[src/rtl/if_fetch.sv]
// Instruction fetch stage.
// Issues word-aligned fetch requests to instruction memory, collects the
// in-order responses into a small buffer and presents the buffer head to
// IF_ID. A redirect empties the buffer and drops every response still in
// flight from before the redirect; a nonzero hold code freezes delivery
// while fetching continues until the buffer is full.
module if_fetch #(
  parameter logic [63:0] RESET_ADDR = 64'h0,
  parameter int unsigned DEPTH      = 2
) (
  input  logic        clk,
  input  logic        rst,
  input  logic        jump_flag_i,
  input  logic [63:0] jump_addr_i,
  input  logic [1:0]  hold_flag_i,
  output logic        rom_req_o,
  output logic [63:0] rom_addr_o,
  input  logic        rom_gnt_i,
  input  logic        rom_rvalid_i,
  input  logic [31:0] rom_data_i,
  output logic [63:0] inst_addr_o,
  output logic [31:0] inst_o,
  output logic        inst_valid_o
);

  // Pointer width and counter width (counters must be able to hold DEPTH).
  localparam int unsigned PW = $clog2(DEPTH);
  localparam int unsigned CW = $clog2(DEPTH + 1);
  localparam logic [CW-1:0] DEPTH_C = CW'(DEPTH);
  localparam logic [31:0]   NOP     = 32'h0000_0013;

  typedef enum logic [0:0] {
    FETCH = 1'b0,
    FLUSH = 1'b1
  } state_t;

  typedef struct packed {
    logic [63:0] addr;
    logic [31:0] inst;
  } entry_t;

  state_t          state;
  logic [63:0]     fetch_pc;
  logic [63:0]     resp_pc;
  logic [CW-1:0]   outstanding;
  logic [CW-1:0]   discard;
  logic [CW-1:0]   fifo_count;
  logic [PW-1:0]   rd_ptr;
  logic [PW-1:0]   wr_ptr;
  entry_t          mem [DEPTH];

  logic            in_fetch;
  logic [CW-1:0]   in_use;
  logic [CW-1:0]   in_flight;
  logic [CW-1:0]   discard_next;
  logic            grant;
  logic            push;
  logic            pop;
  logic [63:0]     jump_target;
  entry_t          head;

  // Requests granted but not yet answered plus buffered entries never exceed
  // DEPTH, so a returning response always finds a free slot.
  assign in_fetch    = (state == FETCH);
  assign in_use      = outstanding + fifo_count;
  assign rom_req_o   = in_fetch && !rst && !jump_flag_i && (in_use < DEPTH_C);
  assign rom_addr_o  = fetch_pc;
  assign grant       = rom_req_o && rom_gnt_i;

  // A response is accepted only when it belongs to the current stream; a
  // stray rvalid with nothing outstanding is ignored.
  assign push        = in_fetch && rom_rvalid_i && (outstanding != '0)
                       && !jump_flag_i && !rst;

  // Delivery side: the buffer head is shown combinationally.
  assign head         = mem[rd_ptr];
  assign inst_valid_o = !rst && (fifo_count != '0);
  assign inst_o       = inst_valid_o ? head.inst : NOP;
  assign inst_addr_o  = inst_valid_o ? head.addr : 64'h0;
  assign pop          = inst_valid_o && (hold_flag_i == 2'b00) && !jump_flag_i;

  // Clearing the low bits with a mask keeps the whole target word in use.
  assign jump_target = jump_addr_i & ~64'h3;

  // In FETCH the discard counter is zero and in FLUSH nothing is outstanding,
  // so their sum is everything still in flight at the memory.
  assign in_flight = outstanding + discard;

  // Number of stale responses still to drop after a redirect this cycle.
  // NOTE: every variable written here gets a default first so no latch is inferred.
  always_comb begin
    discard_next = in_flight;
    if (rom_rvalid_i && (in_flight != '0)) begin
      discard_next = in_flight - CW'(1);
    end
  end

  // Control state: PCs, counters, buffer pointers and the FETCH/FLUSH machine.
  // NOTE: sequential state uses non-blocking assignments so every register
  // samples the pre-edge values regardless of statement order.
  always_ff @(posedge clk) begin
    if (rst) begin
      state       <= FETCH;
      fetch_pc    <= RESET_ADDR;
      resp_pc     <= RESET_ADDR;
      outstanding <= '0;
      discard     <= '0;
      fifo_count  <= '0;
      rd_ptr      <= '0;
      wr_ptr      <= '0;
    end else if (jump_flag_i) begin
      // Redirect wins over hold, pop, push and grant.
      fetch_pc    <= jump_target;
      resp_pc     <= jump_target;
      outstanding <= '0;
      discard     <= discard_next;
      fifo_count  <= '0;
      rd_ptr      <= '0;
      wr_ptr      <= '0;
      state       <= (discard_next != '0) ? FLUSH : FETCH;
    end else begin
      // Dropping stale responses; leave FLUSH once the last one is seen.
      if (state == FLUSH && rom_rvalid_i && (discard != '0)) begin
        discard <= discard - CW'(1);
        if (discard == CW'(1)) begin
          state <= FETCH;
        end
      end

      if (grant) begin
        fetch_pc <= fetch_pc + 64'd4;
      end

      if (push) begin
        resp_pc <= resp_pc + 64'd4;
        wr_ptr  <= wr_ptr + PW'(1);
      end

      if (pop) begin
        rd_ptr <= rd_ptr + PW'(1);
      end

      case ({grant, push})
        2'b10:   outstanding <= outstanding + CW'(1);
        2'b01:   outstanding <= outstanding - CW'(1);
        default: outstanding <= outstanding;
      endcase

      case ({push, pop})
        2'b10:   fifo_count <= fifo_count + CW'(1);
        2'b01:   fifo_count <= fifo_count - CW'(1);
        default: fifo_count <= fifo_count;
      endcase
    end
  end

  // Buffer storage: written on every accepted response.
  // NOTE: the storage array has no reset; validity is tracked by fifo_count alone.
  always_ff @(posedge clk) begin
    if (push) begin
      mem[wr_ptr] <= '{addr: resp_pc, inst: rom_data_i};
    end
  end

endmodule

[config.mk]
export PLATFORM = sky130hd
export DESIGN_NAME = if_fetch
export DESIGN_NICKNAME = d
export VERILOG_FILES = /design/src/rtl/if_fetch.sv
export SDC_FILE = /design/constraint.sdc
export NUM_CORES = 1
export LEC_CHECK = 0
export CAP_MARGIN = 20
export CORE_MARGIN = 2
export CORE_UTILIZATION = 50
export DETAILED_ROUTE_END_ITERATION = 8
export HOLD_SLACK_MARGIN = 0.06
export PLACE_DENSITY = 0.87
export SETUP_SLACK_MARGIN = 0.15
export SKIP_LAST_GASP = 1
export SLEW_MARGIN = 10
export SYNTH_ARGS = -nofsm -noshare
export SYNTH_HDL_FRONTEND = slang
export SYNTH_SLANG_ARGS = --single-unit
[constraint.sdc]
create_clock -name clk -period 8.5 [get_ports clk]
set_input_delay 1.275 -clock clk [delete_from_list [all_inputs] [get_ports clk]]
set_output_delay 1.275 -clock clk [all_outputs]
set_load 0.01 [all_outputs]
# Word-level counts from Yosys, hierarchy flattened
# Memories as Yosys holds them, arrays and structs flattened. A register that Yosys moved wholly into a read port is not among the register bits.
# Cells that the tools add are included.
[totals] inputBits=103 output_inout_bits=162 reg_bits=137 ramBits=192 word_cells=79 memories=1
[memory_table] memory="mem" words=2 word_bits=96 rd=1 rd_ports_with_merged_regs=1 write_ports=1 line="50" text="entry_t mem [DEPTH];"
[op_classes] eq_ne=5 n_bitwise=1 addsub=12 reduce_logical=30 n_lt_le_gt_ge=1 mux=19
[op_table] op="$mux 64" count=5
[op_table] op="$add 64x3->64 const B" count=2
[op_table] op="$mux 32" count=1
[op_table] op="$reduce_bool 2->1" count=11
[op_table] op="$logic_and 1x1->1" count=14
[op_table] op="$mux 1" count=8
[op_table] op="$pmux 2 s2" count=2
[op_table] op="$sub 2x1->2 const B" count=4
[op_table] op="$eq 2x1->1 const B" count=3
[op_table] op="$mux 2" count=3
[op_table] op="$add 2x1->2 const B" count=2
[op_table] op="$add 2x2->2" count=2
[op_table] op="$eq 2x2->1 const B" count=2
[op_table] op="$add 1x1->1 const B" count=2
[op_table] op="$logic_not 1->1" count=2
[op_table] op="$logic_not 2->1" count=1
[op_table] op="$lt 2x2->1 const B" count=1
[op_table] op="$reduce_and 2->1" count=1
[op_table] op="$reduce_or 2->1" count=1
[op_table] op="$not 1->1" count=1

# Longest topological paths before layout
# Gate-level depths: netlist of the first run.
[depth] ltp_word=7 mapped_depth=11 ltp_nobuf=9

# Worst setup path before layout of the first run
# OpenSTA, ideal clock, no wires.
[synth_timing] path_kind="in2reg" startpoint="input jump_flag_i" endpoint="memory mem[0][0] (netlist bit), enable pin" t_arrival_ps=6426 path_stages=7 n_path_buf=4 setup_time_ps=548 path_slack_ps=1526 required_ps=7952 cell_sequence="buf_6 > or2_1 > or3_1 > buf_2 > buf_2 > buf_1 > nor2_1"
[synth_via] elab_chain_len=5
[synth_rtl] element="from (decl)" line="13" text="input logic jump_flag_i,"
[synth_rtl] element="$logic_not 1->1" line="73" text="&& !jump_flag_i && !rst;"
[synth_rtl] element="$logic_and 1x1->1 (2 in series)" line="73"
[synth_rtl] element="$mux 1" line="160" text="if (push) begin"
[synth_rtl] element="$mux 1 (not written as such)" line="161" text="mem[wr_ptr] <= '{addr: resp_pc, inst: rom_data_i};"
[synth_rtl] element="to (decl)" line="50"
# No other way between the ends.

# Worst setup path in the final report of the first run
[layout_timing] startpoint="input rst" endpoint="output rom_req_o"
[layout_via] elab_chain_len=4
[layout_rtl] element="from (decl)" line="12" text="input logic rst,"
[layout_rtl] element="$logic_not 1->1" line="66" text="assign rom_req_o = in_fetch && !rst && !jump_flag_i && (in_use < DEPTH_C);"
[layout_rtl] element="$logic_and 1x1->1 (3 in series)" line="66"
[layout_rtl] element="to (decl)" line="16" text="output logic rom_req_o,"
# No other way between the ends.

==> reports/metrics.cfg, run 1 <==
[die]
dieHeight_um=176
initial_utilization_pct=50.4
fp.dieW_um=176
core_area_mm2=0.0294
core.rowCount=63
dieArea_mm2=0.0310
io_pins=265

[power_and_ir_drop]
powerDensity_mw_per_mm2=189
vdd_drop_max_uv=114
p_leak_nw=6.11
power_w=0.00356

[detailed_routing]
dr.pass1.iters=6
wirelength_mm=40.4
drcViolationCount=0
drt.antenna.violating_nets=0
vias=12000
first_iter_violations=965
avgRoutedWirePerCell_um=19.9
avgViaCountPerCell=5.94

[synth]
synth_ff_type=edfxtp_1
synthCells=1383
yosys.area_share.simple_pct=19.4
ys_async_sr_fraction_pct=0
synth.most_common_cell=edfxtp_1
ys_warn_count=0
syn_area_per_cell_um2=10.7
syn_area_mm2=0.0148
yosysTopAreaCell=edfxtp_1
seq_area_frac_synth_pct=56.2
synth_compound_area_share_pct=9.13
synth-edff-count=188
synthXorXnorAreaFrac_pct=4.37
synth_fa_ha_area_share_pct=0.676
synth_area_leaders=edfxtp_1 (38%), dfxtp_1 (18%), mux2i_1 (6.8%)
ys_ff_latch=322
synth_top_cells_by_count=edfxtp_1 (188), nor2_1 (165), dfxtp_1 (134)
ys_types=73
synth_top_family_by_area=simple AND/OR/NAND/NOR gates
muxShareOfSynthArea_pct=7.29
synth_top_area_share_pct=38.1

[clock_tree]
clock_latency_ns=0.52
cts.hold.buffers_added=0
cts_tree=built
cts_buffer_depth=3
clock-sinks=322
cts_root_buf=clkbuf_16
cts_htree_levels=2
cts_resized=0
cts_buffers=34
clk_pin_slew_ns=0.06
cts_setup_buffers=0

[finish]
syn2layout_area_growth_pct=27.2
layout.cells.non_filler=2027
n_fill_cell=2252
antenna_cells=0
drive_above_1_share_pct=6.41
nets=1723

[sta]
slew_viol_final=0
fin_skew_ns=0.0179
finalCritPeriodShare_pct=59.4
worst_pin_slew_ns=1.08
max_freq_mhz=198
hold_viol=0
tns_ns=0
slew-limit-headroom_pct=27.8
setup_viol=0
period_minus_slack_ns=5.05
grt_setup_unrepaired=false

[setup_path]
worstPathArrival_ns=3.77
end_kind=primary output
reg2reg_slack_ns=4.97
critPathRequiredTime_ns=7.22
critPathKind=input pin to primary output
r2r-start=outstanding[0]
worst-r2r-cell-count=5
start_kind=input pin
cp_max_fo=78
r2r_end=mem[1][66]

[status]
status=finished clean

[hold_path]
hold_path_class=flip-flop to flip-flop
min_from=rom_addr_o[63]
min_to=rom_addr_o[63]
hold_depth=1

[grt]
grt_pass1_vias=11400
grt_first_pass_wirelength_mm=62.5
antenna_found_initial=0
overflow=0
grt_usage_pct=25.5
grt_max_degree=94

[run]
cap_violations=0

[place]
gp_congestion=0.883
dpl.hpwl_mm=27.9
dp.cells=1966
port_buffers=258

[flip-flops by register name (all words and copies together), names as in the netlist, named ones only]
| register | flops |
|---|---|
| discard | 2 |
| state | 1 |
| resp_pc | 62 |
| fifo_count | 2 |
| rom_addr_o | 62 |
| rd_ptr | 1 |
| mem | 188 |
| wr_ptr | 1 |
| outstanding | 2 |
[worst max-delay path by stage]
stage / start / endpoint / slack [ns] / cells past startpoint
after floorplan: jump_flag_i / mem[0][0] / 1.53 / 7
after global placement: rst / rom_req_o / 3.52 / 7
after detailed placement: rst / rom_req_o / 3.51 / 7
after CTS: rst / rom_req_o / 3.49 / 7
after global routing: rst / rom_req_o / 3.38 / 7
final: rst / rom_req_o / 3.45 / 7
[cell families after synthesis]
| logic type | count (synthesis) |
|---|---|
| other cells | 1 |
| fa+ha+maj | 8 |
| simple gates | 556 |
| mux | 107 |
| xor+xnor | 74 |
| buf+inv | 104 |
| flops | 322 |
| compound gates | 211 |
[placed cells by master, fill, tap and decap left out, drive strengths merged, types with 4 or more instances in the layout]
master	n
xnor2	38
a31oi	32
nand2b	5
or4	4
o21ai	39
a22oi	9
inv	26
o211ai	15
bufinv	5
nand3b	6
o22ai	12
a21boi	10
nand2	123
buf	14
and3	23
clkinvlp	4
xor2	36
clkdlybuf4s50	256
a21oi	46
clkinv	4
nor2	166
or3	18
mux2	7
conb	4
and4	19
edfxtp	188
nand3	59
ha	8
nor3	28
mux2i	100
a211oi	16
o21a	5
nand4	51
clkbuf	46
dfxtp	134
o311ai	6
and2	20
nor4	22
[worst max-delay path: stages]
cell,delay [ns]
buf_2,0.48
buf_4,0.78
and4bb_2,0.30
mux2i_1,0.14
buf_4,0.20
nor2_1,0.08
clkdlybuf4s50_1,0.49
[final cells by class]
class	instances	area, um2	share of cell area [%]
timing repair buffer	270	2660	14.1
clock buffer	46	987	5.24
inverter	24	90.1	0.478
multi-input combinational	960	6080	32.2
sequential	322	8330	44.2
tap	390	488	2.59
clock inverter	15	214	1.13
[per-layer routing]
layer / GRT usage, % / wire length [um] / part of all wire [%]
met1: 36.3 / 17200 / 42
met2: 38.5 / 17700 / 44
met3: 4.44 / 3940 / 9.7
met4: 11.0 / 1590 / 3.9
met5: 0 / 0 / 0
[metrics by stage]
step           instance area (um2)  setup WS, ns  hold slack (ns)  utilization, %
2_1_floorplan                14800          1.53            0.447               -
3_3_place_gp                 17700          3.52            0.488            60.0
3_5_place_dp                 17700          3.51            0.502            60.0
4_1_cts                      18900          3.49            0.516            64.1
5_1_grt                      18900          3.38            0.528            64.1
6_report                     18900          3.45            0.514            64.1
[report_power, final]
| part | switching (W) | internal [W] |
|---|---|---|
| Clock | 0.000600 | 0.000969 |
| Sequential | 0.0000627 | 0.00169 |
| Combinational | 0.000123 | 0.000121 |
| Total | 0.000786 | 0.00278 |
Note: power is estimated with default switching activity, not from simulation.
==> inputs of run 2 (changes only) <==
--- a/config.mk
+++ b/config.mk
@@ -7,10 +7,10 @@
 export LEC_CHECK = 0
 export CAP_MARGIN = 20
 export CORE_MARGIN = 2
-export CORE_UTILIZATION = 50
+export CORE_UTILIZATION = 48
 export DETAILED_ROUTE_END_ITERATION = 8
 export HOLD_SLACK_MARGIN = 0.06
-export PLACE_DENSITY = 0.87
+export PLACE_DENSITY = 0.88
 export SETUP_SLACK_MARGIN = 0.15
 export SKIP_LAST_GASP = 1
 export SLEW_MARGIN = 10
==> constraint.sdc (replaced) <==
create_clock -name clk -period 4.4 [get_ports clk]
set_input_delay 0.66 -clock clk [delete_from_list [all_inputs] [get_ports clk]]
set_output_delay 0.66 -clock clk [all_outputs]
set_load 0.01 [all_outputs]
==> run 2 against run 1 <==
Effect of this change: via count about the same; cell count up 0.39%; sequential share of layout area up 0.11 points; setup slack worse by 2.3 ns; sequential power up 93%; combinational power up 95%; clock skew up 0.00095 ns; power up 85%; flip-flop and latch count unchanged; count of clock-buffer cells in the layout down 14; clock power up 74%; wire length up 0.52%; largest power group unchanged; highest routed layer unchanged.
==> reports/metrics.cfg, run 2 (same netlist as run 1, synthesis figures left out) <==
[die]
io_pins=265  ; unchanged
dieArea_mm2=0.0323  ; was 0.0310 mm2
fp.dieW_um=180  ; was 176 um
dieHeight_um=180  ; was 176 um
initial_utilization_pct=48.6  ; was 50.4%
core.rowCount=64  ; was 63
core_area_mm2=0.0305  ; was 0.0294 mm2

[sta]
slew-limit-headroom_pct=42.5  ; was 27.8%
period_minus_slack_ns=3.27
slew_viol_final=0  ; unchanged
hold_ws_ns=0.509  ; was 0.514 ns
hold_viol=0  ; unchanged
grt_setup_unrepaired=false  ; unchanged
worst_pin_slew_ns=0.857  ; was 1.08 ns
max_freq_mhz=306
finalCritPeriodShare_pct=74.3
setup_viol=0  ; unchanged
tns_ns=0  ; unchanged
fin_skew_ns=0.0188  ; was 0.0179 ns

[power_and_ir_drop]
p_leak_nw=6.07  ; was 6.11 nW
intPower_w=0.00508  ; was 0.00278 W
switchingPower_w=0.00151  ; was 0.000786 W
powerDensity_mw_per_mm2=350  ; was 189 mW/mm2
p_sw_share_pct=22.9  ; was 22.1%
seq_power_share_pct=51.3  ; was 49.1%
p_clk_share_pct=41.4  ; was 44.0%
p_comb_share_pct=7.2  ; was 6.8%
vdd_drop_max_uv=292  ; was 114 uV

[detailed_routing]
wirelength_mm=40.6  ; was 40.4 mm
drcViolationCount=0  ; unchanged
vias=12000  ; about the same
dr.pass1.iters=8  ; was 6
avgViaCountPerCell=5.91  ; was 5.94
first_iter_violations=1147  ; was 965
avgRoutedWirePerCell_um=20.0  ; was 19.9 um
drt.antenna.violating_nets=0  ; unchanged

[setup_path]
cp_slowest_cell=buf_2  ; was buf_4
path_cells=buf_2 -> or2_4 -> buf_12 -> nor2_1 -> clkdlybuf4s50_1  ; was buf_2 -> buf_4 -> and4bb_2 -> mux2i_1 -> buf_4 -> nor2_1 -> clkdlybuf4s50_1
critPathKind=input pin to primary output  ; unchanged
start_kind=input pin  ; unchanged
crit_path_max_incr_delay_ns=0.53  ; was 0.78 ns
end_kind=primary output  ; unchanged
cp_max_fo=52  ; was 78
worstPathArrival_ns=2.61  ; was 3.77 ns
critPathRequiredTime_ns=3.74  ; was 7.22 ns

[finish]
largest_reg_flops=188  ; unchanged
regMostFlops=mem  ; unchanged
drive_above_1_share_pct=6.65  ; was 6.41%
layout_commonest_cell=clkdlybuf4s50_1  ; unchanged
nets=1725  ; was 1723
syn2layout_area_growth_pct=26.9  ; was 27.2%
antenna_cells=0  ; unchanged
mostFrequentLayoutCells=clkdlybuf4s50_1 (256), edfxtp_1 (188), nor2_1 (164), dfxtp_1 (133), nand2_1 (122)  ; unchanged

[status]
status=finished clean  ; unchanged

[grt]
grt_first_pass_wirelength_mm=62.5  ; about the same
grt_usage_pct=24.0  ; was 25.5%
grt_pass1_vias=11500  ; was 11400
grt_max_degree=95  ; was 94
overflow=0  ; unchanged
antenna_found_initial=0  ; unchanged

[place]
port_buffers=258  ; unchanged
dpl.hpwl_mm=28.2  ; was 27.9 mm
gp_congestion=0.916  ; was 0.883

[clock_tree]
cts_resized=0  ; unchanged
clk_pin_slew_ns=0.06  ; about the same
cts_root_buf=clkbuf_16  ; unchanged
clock_latency_ns=0.56  ; was 0.52 ns
clock-sinks=322  ; unchanged
cts_buffers=31  ; was 34
cts_tree=built  ; unchanged
cts_buffer_depth=3  ; unchanged
cts_setup_buffers=0  ; unchanged
cts.hold.buffers_added=0  ; unchanged
cts_htree_levels=1  ; was 2

[run]
cap_violations=0  ; unchanged

[hold_path]
hold_path_class=flip-flop to flip-flop  ; unchanged

run 2: cell types whose count changed in the layout (fill, tap and decap cells not counted), moves of 3 or more:
cell,previous run,this run
buf_12,0,4
clkinv_4,0,3
clkbuf_8,7,0
clkbuf_16,35,31
clkinv_2,1,5
clkbuf_1,4,1
run 2: power groups by stage:
stage	logic (W)	registers, W	clock network (W)
2_1_floorplan	0.000209	0.00342	0
3_3_place_gp	0.000452	0.00343	0
3_5_place_dp	0.000463	0.00344	0
4_1_cts	0.000469	0.00337	0.00275
5_1_grt	0.000510	0.00339	0.00286
6_report	0.000477	0.00338	0.00273
run 2: stage by stage:
stage	total power (W)	utilization [%]	instances	worst slack (ns)	instance area [um2]
6_report	0.00659	61.6	2035	1.13	18800
5_1_grt	0.00676	61.6	2035	0.999	18800
4_1_cts	0.00660	61.6	2035	1.10	18800
3_5_place_dp	0.00390	58.2	1977	1.05	17700
3_3_place_gp	0.00388	58.2	1977	1.07	17700
2_1_floorplan	0.00363	-	1386	0.671	14800
run 2: worst max-delay path: cells and delay by family:
kind	cells	cell delay (ns)
buf+inv	3	1.29
simple gates	2	0.60
run 2: final timing paths:
path | cells after the start | to | slack, ns | startpoint
setup / recovery | 5 | inst_addr_o[19] | 1.13 | rst
hold / removal | 1 | rom_addr_o[63] | 0.51 | rom_addr_o[63]
setup reg to reg | 6 | resp_pc[61] | 1.52 | resp_pc[4]
hold reg to reg | 1 | rom_addr_o[63] | 0.51 | rom_addr_o[63]
run 2: area by class of cell:
class / instances / area (um2)
fillers: 2333 / 11700
flip-flops and latches: 322 / 8330
multi-input cells: 960 / 6080
repair buffers: 275 / 2750
clock buffers: 32 / 779
well taps: 396 / 495
clock inverters: 26 / 280
inverters: 24 / 90.1
run 2: metal layers:
layer,GRT usage [%],part of all wire [%],vias to the layer above
li1,-,-,5563
met1,34.0,43,5692
met2,37.1,45,682
met3,4.21,9.4,97
met4,8.91,3.0,0
met5,0,0,-
==> inputs of run 3 (changes only) <==
--- a/config.mk
+++ b/config.mk
@@ -7,10 +7,10 @@
 export LEC_CHECK = 0
 export CAP_MARGIN = 20
 export CORE_MARGIN = 2
-export CORE_UTILIZATION = 48
+export CORE_UTILIZATION = 50
 export DETAILED_ROUTE_END_ITERATION = 8
 export HOLD_SLACK_MARGIN = 0.06
-export PLACE_DENSITY = 0.88
+export PLACE_DENSITY = 0.87
 export SETUP_SLACK_MARGIN = 0.15
 export SKIP_LAST_GASP = 1
 export SLEW_MARGIN = 10
==> constraint.sdc (replaced) <==
create_clock -name clk -period 3.3 [get_ports clk]
set_input_delay 0.495 -clock clk [delete_from_list [all_inputs] [get_ports clk]]
set_output_delay 0.495 -clock clk [all_outputs]
set_load 0.01 [all_outputs]
==> run 3 against run 2 <==
Effect of this change: worst hold slack worse by 0.090 ns; non-clock buffer count up 20; wire length up 1.4%; cell count up 0.84%; highest routed layer unchanged; largest cell class unchanged.
==> reports/metrics.cfg, run 3 (same netlist as run 1, synthesis figures left out) <==
[power_and_ir_drop]
switchingPower_w=0.00202  ; was 0.00151 W
seq_power_share_pct=51.1  ; was 51.3%
vdd_drop_max_uv=322  ; was 292 uV
p_leak_nw=6.21  ; was 6.07 nW
power_w=0.00883  ; was 0.00659 W
p_comb_share_pct=7.2  ; about the same
p_sw_share_pct=22.9  ; about the same
p_clk_share_pct=41.7  ; was 41.4%
intPower_w=0.00681  ; was 0.00508 W
powerDensity_mw_per_mm2=464  ; was 350 mW/mm2

[detailed_routing]
avgViaCountPerCell=5.91  ; about the same
drt.antenna.violating_nets=0  ; unchanged
dr.pass1.iters=6  ; was 8
first_iter_violations=1145  ; was 1147
avgRoutedWirePerCell_um=20.1  ; was 20.0 um
drcViolationCount=0  ; unchanged
vias=12100  ; was 12000
wirelength_mm=41.2  ; was 40.6 mm

[sta]
hold_viol=0  ; unchanged
slew-limit-headroom_pct=42.5  ; about the same
period_minus_slack_ns=2.98
fin_skew_ns=0.0164  ; was 0.0188 ns
slew_viol_final=0  ; unchanged
max_freq_mhz=336
fin_ws_ns=0.323  ; was 1.13 ns
worst_pin_slew_ns=0.859  ; was 0.857 ns
grt_setup_unrepaired=false  ; unchanged
finalCritPeriodShare_pct=90.2
tns_ns=0  ; unchanged
setup_viol=0  ; unchanged

[place]
dpl.hpwl_mm=29.4  ; was 28.2 mm
gp_congestion=0.915  ; was 0.916
port_buffers=258  ; unchanged
dp_slack_ns=0.348  ; was 1.05 ns
placed_area_mm2=0.0180  ; was 0.0177 mm2

[setup_path]
r2r_end=resp_pc[43]  ; was resp_pc[61]
critPathKind=flip-flop to primary output  ; was input pin to primary output
path_cells=nor2_1 -> or2_4 -> buf_4 -> nor2_1 -> clkdlybuf4s50_1  ; was buf_2 -> or2_4 -> buf_12 -> nor2_1 -> clkdlybuf4s50_1
crit_family=buffers and inverters  ; unchanged
end_kind=primary output  ; unchanged
worstPathArrival_ns=2.48  ; was 2.61 ns
critPathRequiredTime_ns=2.80  ; was 3.74 ns
r2r-start=resp_pc[16]  ; was resp_pc[4]
cp_slowest_cell=clkdlybuf4s50_1  ; was buf_2
cp_max_fo=35  ; was 52
crit_path_max_incr_delay_ns=0.58  ; was 0.53 ns
reg2reg_slack_ns=0.56  ; was 1.52 ns
crit_buf_inv=2  ; was 3
worst-r2r-cell-count=7  ; was 6
start_kind=flip-flop  ; was input pin
timing.critical_path.mode_cell=nor2_1

[die]
fp.dieW_um=176  ; was 180 um
core_area_mm2=0.0294  ; was 0.0305 mm2
io_pins=265  ; unchanged
dieHeight_um=176  ; was 180 um
core.rowCount=63  ; was 64
dieArea_mm2=0.0310  ; was 0.0323 mm2
initial_utilization_pct=50.4  ; was 48.6%

[clock_tree]
cts_htree_levels=2  ; was 1
cts_tree=built  ; unchanged
cts_root_buf=clkbuf_16  ; unchanged
cts_buffers=34  ; was 31
cts_buffer_depth=3  ; unchanged
clock-sinks=322  ; unchanged
cts_resized=0  ; unchanged
cts_setup_buffers=0  ; unchanged
cts.hold.buffers_added=0  ; unchanged
clock_latency_ns=0.51  ; was 0.56 ns
clk_pin_slew_ns=0.06  ; about the same

[finish]
drive_above_1_share_pct=7.88  ; was 6.65%
mostFrequentLayoutCells=clkdlybuf4s50_1 (256), edfxtp_1 (188), nor2_1 (164), dfxtp_1 (133), nand2_1 (122)  ; unchanged
fin_util_pct=64.8  ; was 61.6%
regMostFlops=mem  ; unchanged
syn2layout_area_growth_pct=28.5  ; was 26.9%
layout_commonest_cell=clkdlybuf4s50_1  ; unchanged
largest_reg_flops=188  ; unchanged
nets=1748  ; was 1725
finalInstanceArea_mm2=0.0190  ; was 0.0188 mm2
antenna_cells=0  ; unchanged

[grt]
grt_max_degree=62  ; was 95
grt_usage_pct=26.0  ; was 24.0%
grt_first_pass_wirelength_mm=63.2  ; was 62.5 mm
overflow=0  ; unchanged
antenna_found_initial=0  ; unchanged
grt_pass1_vias=11500  ; about the same

[hold_path]
hold_path_class=input pin to flip-flop  ; was flip-flop to flip-flop
min_to=resp_pc[37]  ; was rom_addr_o[63]
min_from=rst  ; was rom_addr_o[63]
hold_depth=2  ; was 1

[status]
status=finished clean  ; unchanged

[run]
cap_violations=0  ; unchanged

run 3: changes by cell type in the layout (fill, tap and decap cells not counted), moves of 3 or more:
cell / previous run / this run
buf_12: 4 / 9
buf_4: 13 / 28
clkbuf_1: 1 / 4
clkbuf_16: 31 / 35
clkbuf_8: 0 / 5
bufinv_16: 5 / 1
run 3: worst max-delay path by stage:
stage,cells past startpoint,from,slack (ns),endpoint
2_1_floorplan,7,jump_flag_i,-0.12,mem[0][0]
3_3_place_gp,8,rom_rvalid_i,0.34,resp_pc[61]
5_1_grt,5,fifo_count[0],0.19,inst_addr_o[18]
4_1_cts,5,fifo_count[0],0.32,inst_addr_o[20]
3_5_place_dp,8,rom_rvalid_i,0.35,resp_pc[61]
6_report,5,fifo_count[0],0.32,inst_addr_o[18]
run 3: power by group through the flow:
stage / Combinational [W] / Clock [W] / Sequential, W
floorplan: 0.000279 / 0 / 0.00456
global placement: 0.000609 / 0 / 0.00458
detailed placement: 0.000623 / 0 / 0.00459
CTS: 0.000629 / 0.00373 / 0.00450
global route: 0.000682 / 0.00389 / 0.00453
finish: 0.000637 / 0.00368 / 0.00451
run 3: through the flow:
step / hold WS (ns) / std cells
5_1_grt: 0.419 / 2052
4_1_cts: 0.395 / 2052
6_report: 0.419 / 2052
3_3_place_gp: 0.487 / 1991
2_1_floorplan: 0.447 / 1386
3_5_place_dp: 0.494 / 1991
run 3: worst register-to-register path, delay by kind of cell, from the launching register on:
family                 cells  cell delay (ns)
AND/OR/NAND/NOR            4             1.42
buffers and inverters      1             0.31
AO/OA/AOI/OAI              1             0.24
flip-flops                 1             0.53
XOR/XNOR                   1             0.14
run 3: layer usage:
layer	routed length [um]	track usage [%]	share of wire, %	vias to the layer above
li1	-	-	-	5612
met1	17200	36.3	42	5753
met2	18900	41.1	46	669
met3	4090	4.52	9.9	84
met4	1070	8.75	2.6	0
met5	0	0	0	-
run 3: final cells by class:
type | instances | area (um2)
fillers | 2198 | 10400
flip-flops and latches | 322 | 8330
multi-input cells | 960 | 6080
repair buffers | 295 | 2960
clock buffers | 44 | 960
well taps | 390 | 488
clock inverters | 17 | 128
inverters | 24 | 90.1
